[config.mk]
export PLATFORM = sky130hd
export DESIGN_NAME = pc_sequencer
export DESIGN_NICKNAME = d
export VERILOG_FILES = /design/src/rtl/pc_sequencer.sv
export SDC_FILE = /design/constraint.sdc
export NUM_CORES = 1
export LEC_CHECK = 0
export CAP_MARGIN = 20
export CORE_UTILIZATION = 50
export DETAILED_ROUTE_END_ITERATION = 8
export PLACE_DENSITY = 0.77
export REMOVE_ABC_BUFFERS = 1
export SETUP_SLACK_MARGIN = 0.5
export SYNTH_ARGS = -nofsm -noshare
export SYNTH_HDL_FRONTEND = slang
export SYNTH_SLANG_ARGS = --single-unit
[constraint.sdc]
create_clock -name clk -period 5.51 [get_ports clk]
set_input_delay 1.102 -clock clk [delete_from_list [all_inputs] [get_ports clk]]
set_output_delay 1.102 -clock clk [all_outputs]
set_load 0.03 [all_outputs]
[src/rtl/pc_sequencer.sv]
// ---------------------------------------------------------------------------
// pc_sequencer
//   Program-counter sequencer. It chooses the next fetch address from the
//   decoded control of the instruction at pc and supports a single-instruction
//   EXEC excursion. EXEC jumps to rs_data, runs exactly one instruction there,
//   and then returns to the instruction after the EXEC.
//
// Ports
//   clk          in   system clock, rising edge
//   rst_n        in   asynchronous active-low reset
//   stall        in   hold all state for this cycle
//   branch       in   conditional branch at pc
//   jal          in   jump-and-link at pc
//   jr           in   jump to register at pc
//   exec         in   execute-one-at-register at pc
//   cond[2:0]    in   branch condition code
//   flag[2:0]    in   {Z,V,N}
//   br_offset    in   signed 8-bit branch displacement (relative to pc+1)
//   jal_offset   in   signed 12-bit jump displacement (relative to pc+1)
//   rs_data      in   register target for jr / exec
//   pc           out  registered address of the instruction being decoded
//   link_addr    out  registered return address written by jal
//   flush        out  one-cycle pulse after any non-sequential pc load
//   exec_active  out  high while the EXEC target instruction is in flight
// ---------------------------------------------------------------------------
module pc_sequencer (
  input  logic        clk,
  input  logic        rst_n,
  input  logic        stall,
  input  logic        branch,
  input  logic        jal,
  input  logic        jr,
  input  logic        exec,
  input  logic [2:0]  cond,
  input  logic [2:0]  flag,
  input  logic [7:0]  br_offset,
  input  logic [11:0] jal_offset,
  input  logic [15:0] rs_data,
  output logic [15:0] pc,
  output logic [15:0] link_addr,
  output logic        flush,
  output logic        exec_active
);

  typedef enum logic {RUN, EXEC_ONE} state_t;

  state_t      r_state;
  logic [15:0] r_pc;
  logic [15:0] r_link;
  logic [15:0] r_ret;
  logic        r_flush;

  logic [15:0] w_seq;
  logic [15:0] w_br_target;
  logic [15:0] w_jal_target;
  logic        w_taken;
  logic        w_z;
  logic        w_v;
  logic        w_n;

  assign w_z = flag[2];
  assign w_v = flag[1];
  assign w_n = flag[0];

  // Both displacements are relative to the sequential address, and all
  // arithmetic wraps at 16 bits.
  assign w_seq        = r_pc + 16'd1;
  assign w_br_target  = w_seq + {{8{br_offset[7]}}, br_offset};
  assign w_jal_target = w_seq + {{4{jal_offset[11]}}, jal_offset};

  always_comb begin
    w_taken = 1'b0;
    case (cond)
      3'b000: w_taken = w_z;
      3'b001: w_taken = ~w_z;
      3'b010: w_taken = ~w_z & ~w_n;
      3'b011: w_taken = w_n;
      3'b100: w_taken = w_z | (~w_z & ~w_n);
      3'b101: w_taken = w_n | w_z;
      3'b110: w_taken = w_v;
      3'b111: w_taken = 1'b1;
      default: w_taken = 1'b0;
    endcase
  end

  // flush is raised for every non-sequential load, including a taken branch
  // whose target happens to equal seq; it is not derived by comparing
  // addresses.
  always_ff @(posedge clk or negedge rst_n) begin
    if (!rst_n) begin
      r_state <= RUN;
      r_pc    <= 16'h0000;
      r_link  <= 16'h0000;
      r_ret   <= 16'h0000;
      r_flush <= 1'b0;
    end else if (stall) begin
      r_flush <= 1'b0;
    end else begin
      case (r_state)
        RUN: begin
          if (jr) begin
            r_pc    <= rs_data;
            r_flush <= 1'b1;
          end else if (jal) begin
            r_pc    <= w_jal_target;
            r_link  <= w_seq;
            r_flush <= 1'b1;
          end else if (exec) begin
            r_pc    <= rs_data;
            r_ret   <= w_seq;
            r_state <= EXEC_ONE;
            r_flush <= 1'b1;
          end else if (branch && w_taken) begin
            r_pc    <= w_br_target;
            r_flush <= 1'b1;
          end else begin
            r_pc    <= w_seq;
            r_flush <= 1'b0;
          end
        end
        EXEC_ONE: begin
          // The control of the EXEC target is ignored: it runs as one
          // instruction, and the only redirect is the return.
          r_pc    <= r_ret;
          r_state <= RUN;
          r_flush <= 1'b1;
        end
        default: begin
          r_state <= RUN;
          r_flush <= 1'b0;
        end
      endcase
    end
  end

  assign pc          = r_pc;
  assign link_addr   = r_link;
  assign flush       = r_flush;
  assign exec_active = (r_state == EXEC_ONE);

endmodule

# After elaboration in Yosys (flattened, before gate mapping)
# Cells that the tools add are included.
classes:
  addsub: 3
  n_eq_ne: 7
  n_mux: 16
  n_bitwise: 9
  n_reduce_logical: 4
ops:
  columns: ["cell", "n"]
  rows:
  - ["$mux W16", 4]
  - ["$add A16 B16 Y16", 2]
  - ["$pmux W16 S2", 1]
  - ["$add A16 B1 Y16 const B", 1]
  - ["$eq A3 B3 Y1 const B", 4]
  - ["$mux W1", 8]
  - ["$pmux W1 S8", 1]
  - ["$eq A3 B2 Y1 const B", 2]
  - ["$not A1 Y1", 6]
  - ["$reduce_and A5 Y1", 1]
  - ["$pmux W1 S2", 2]
  - ["$reduce_and A4 Y1", 1]
  - ["$eq A3 B1 Y1 const B", 1]
  - ["$logic_not A3 Y1", 1]
  - ["$or A1 B1 Y1", 2]
  - ["$and A1 B1 Y1", 1]
  - ["$logic_and A1 B1 Y1", 1]
totals:
  ff_bits: 50
  in_bits: 49
  output_inout_bits: 34
  word_cells: 44

# Depth between registers and ports, before layout
depth:
  ltp_word: 11
  mapped_depth: 15
  depth_no_buf: 15

# Worst setup path before layout
# OpenSTA, ideal clock, no wires.
synth_timing:
  kind: "register to register"
  from: "reg r_pc[0], in the netlist pc[0]"
  to: "reg r_pc[15], in the netlist pc[15]"
  arrival_time_ns: 3.100
  required_ns: 5.389
  path_slack_ns: 2.289
  path_stages_with_launch: 15
  n_path_buf: 0
  path_cell_list: "dfrtp_1 -> ha_1 -> nand4_1 -> nor2_1 -> xnor2_1 -> inv_1 -> ha_1 -> a21oi_1 -> o21ai_0 -> nand2_1 -> o311ai_1 -> o41ai_1 -> o21ai_0 -> xnor2_1 -> o22a_1"
synth_via:
  elab_chain_cells: 7
  word_cells_on_any_way: 8
synth_lines:
  columns: ["item", "line_no", "source"]
  rows:
  - ["from (decl)", "48", "logic [15:0] r_pc;"]
  - ["from (signal assigned)", "102", "r_pc <= rs_data;"]
  - ["from (signal assigned)", "105", "r_pc <= w_jal_target;"]
  - ["from (signal assigned)", "109", "r_pc <= rs_data;"]
  - ["$add A16 B1 Y16 *", "67", "assign w_seq = r_pc + 16'd1;"]
  - ["named net w_seq[6]", "53", "logic [15:0] w_seq;"]
  - ["$add A16 B16 Y16", "68", "assign w_br_target = w_seq + {{8{br_offset[7]}}, br_offset};"]
  - ["$mux W16", "113", "end else if (branch && w_taken) begin"]
  - ["$mux W16", "108", "end else if (exec) begin"]
  - ["$mux W16 *", "104", "end else if (jal) begin"]
  - ["$mux W16 *", "101", "if (jr) begin"]
  - ["$pmux W16 S2 *", "99", "case (r_state)"]
# The timed path passes the listed nets; every way through them passes the cells marked *.
# A chain may end at the register's enable or synchronous reset.

# Worst setup path in the final report
# Ends and elaborated chain as after synthesis.

==> reports/results.tsv <==
metric	value	unit
# rows	33	
PortBufs	82	
Die H	95.0	um
register-to-register setup slack	1.75	ns
die area	9020	um^2
commonest cells after routing, fill and taps aside	clkdlybuf4s50_1 (81), a21oi_1 (72), nand2_1 (51), nor2_1 (51), dfrtp_1 (50)	
vias per cell	5.98	
clock root buffer	clkbuf_8	
DRT Pass-1 Iters	5	
final std cells w/o fill	711	
total congestion overflow	0	
starting density of the core	52.1	%
async set-reset flop share out of synthesis	100	%
RR Endpoint	pc[15]$_DFFE_PN0N_	
Post-CTS Setup Repair Bufs	0	
Global Route Usage Sum	27.5	%
max-slew violation count	0	
CP max stage delay	0.51	ns
CTS tree	yes	
Seq cells post-synth	50	
Ports	83	
clk_lat worst skew	0.32	ns
PostCTS Resize Cnt	0	
post-DR wirelength/cell	16.8	um
Area growth syn-to-layout	22.9	%
Final period util	68.2	%
outcome	finished, final reports clean	
Detail Placement HPWL	9280	um
first-pass GRT wire length	19100	um
worst path cell trace	ha_1 > nand4_1 > nor2_1 > xnor2_1 > inv_1 > ha_1 > a21oi_1 > o211ai_1 > nand2_1 > o311ai_1 > o41ai_1 > o21ai_0 > xnor2_1 > o22a_1	
top_reg_cell synth	dfrtp_1	
RePlAce Congestion	0.948	
setup slack after placement	1.62	ns
Post-synth EDFFs	0	
global route hottest layer	met2	
FF-to-FF path depth	14	
Hold-fix buffers, CTS	0	
critical path depth	14	
fmax	0.266	GHz
Synth warnings	0	
placed insts	703	
final hold viol count	0	
H-tree levels	2	
Pwr Total	1.76	mW
PnR worst setup slack	1.75	ns
critical path data required time	5.73	ns
vias in the first global route	4070	
CTS buffer count	5	
Die Span X	95.0	um
Clock Path Buffers	2	
setup tns final	0	ns
post-synthesis average cell area	8.11	um^2
Buf+Inv Stages, Crit Path	1	
GR Util met3	4.27	%
sequential fraction of the synthesis area	28.9	%
Setup crit end kind	register	
drt first-iter violations	242	
Fin Clk Skew	0.00590	ns
met1 GRT Util	34.6	%
Mapped Area	4320	um^2
Post-Synthesis Cells	533	
Setup Crit Path Kind	register to register	
fin crit period	3.76	ns
Critical Path Start Type	register	
core area	8300	um^2
RSZ-0062 raised after global routing	false	
ANT cells	0	
Peak VDD IR	0.192	mV
Worst Path Arrival	3.98	ns
Worst Hold Class	register to register	
CP Max Fanout	9	
detailed-route wire length	11900	um
endpoints failing setup	0	
largest net degree at the start of global routing	51	
slowest CP cell	dfrtp_1	
Layout Nets	691	
Final ANT Viol Nets	0	
clock sink count	50	
initial antenna violation count	0	
vias	4250	
Hold Crit Depth	2	
GR Layer Usage met2	47.2	%
Least-Margin Pin Slew	0.947	ns
end of the worst hold path	r_ret[10]$_DFFE_PN0P_	
Distinct cells, synth	70	
Worst R2R Start	pc[0]$_DFFE_PN0N_	
hold_sp	r_ret[10]$_DFFE_PN0P_	
CP top delay family	compound AO/OA/AOI/OAI gates	
Clock transition at path regs	0.09	ns
drt drc	0	
maxcap violations	0	
commonest non-fill, non-tap cell in the layout	clkdlybuf4s50_1	
share of layout cells above drive strength 1	5.28	%
PD cells	331	nW/um^2
leakage	2.26	nW
Rel. slew slack	36.7	%
## kinds of logic after synthesis
logic type               Yosys count  synth area share [%]
AO/OA/AOI/OAI                    191                  27.6
flip-flops                        50                  28.9
AND/OR/NAND/NOR                  148                  16.2
buffers and inverters             53                  4.89
multiplexers                      12                  2.86
XOR/XNOR                          42                  8.51
adder cells (fa/ha/maj)           37                  11.1
## where the power goes
part / switching [mW] / total, mW / internal [mW]
Sequential: 0.0883 / 0.541 / 0.453
Clock: 0.128 / 0.229 / 0.101
Combinational: 0.564 / 0.988 / 0.424
## worst register-to-register path, stage by stage (launching register included)
cell      delay, ns
dfrtp_1        0.51
ha_1           0.31
nand4_1        0.19
nor2_1         0.08
xnor2_1        0.40
inv_1          0.15
ha_1           0.37
a21oi_1        0.21
o211ai_1       0.16
nand2_1        0.13
o311ai_1       0.17
o41ai_1        0.44
o21ai_0        0.21
xnor2_1        0.16
o22a_1         0.17
## area by class of cell
type                            count  area, um^2
Timing Repair Buffer               88         861
Multi-Input combinational cell    430        2860
Inverter                           30         113
Fill cell                         729        2990
Clock buffer                        6        82.6
Sequential cell                    50        1250
Clock inverter                      2        12.5
Tap cell                          105         131
## routing by layer
layer | vias up | part of all wire [%]
met3 | 32 | 5.7
li1 | 2071 | -
met4 | 0 | 3.0
met1 | 1998 | 42
met5 | - | 0
met2 | 149 | 49
## Yosys cell counts (3+ instances only)
master	count	area [um^2]
and2_1	3	18.8
nand4_1	3	18.8
a21oi_1	72	360
a21o_1	6	45.0
a31oi_1	6	37.5
nand2b_1	4	25.0
mux2i_1	9	90.1
a211oi_1	6	45.0
ha_1	35	438
nand2_1	51	191
dfrtp_1	50	1250
o211ai_1	8	60.1
o22ai_1	7	43.8
inv_1	29	109
a221oi_1	3	26.3
nor3b_1	3	22.5
o31ai_1	3	22.5
xnor2_1	29	254
nor3_1	8	40.0
nor2_1	51	191
nand3_1	8	40.0
xor2_1	13	114
mux2_2	3	33.8
o21bai_1	3	22.5
clkbuf_1	19	71.3
o21ai_1	9	45.0
a22oi_1	5	37.5
o21ai_0	37	185
## sequential cells by signal, summed over array words and instances, names as in the netlist
name and flops:
pc 16, r_ret 16, link_addr 16, flush 1
exec_active 1
## how the worst max path moves through the flow
stage	from	endpoint	slack, ns
after CTS	pc[0]$_DFFE_PN0N_	pc[15]$_DFFE_PN0N_	1.74
after global placement	br_offset[7]	pc[11]$_DFFE_PN0N_	1.71
after floorplan	pc[0]$_DFFE_PN0N_	pc[15]$_DFFE_PN0N_	2.28
after detailed placement	br_offset[7]	pc[11]$_DFFE_PN0N_	1.62
after global routing	pc[0]$_DFFE_PN0N_	pc[15]$_DFFE_PN0N_	1.43
final	pc[0]$_DFFE_PN0N_	pc[15]$_DFFE_PN0N_	1.75
## metrics by stage
stage                     utilization [%]  area, um^2  hold slack, ns
after global routing                 64.0        5310           0.526
after global placement               62.9        5220           0.468
final                                64.0        5310           0.497
after CTS                            64.0        5310           0.498
after detailed placement             62.9        5220           0.478
after floorplan                         -        4230           0.445
Note: power is estimated with default switching activity, not from simulation.
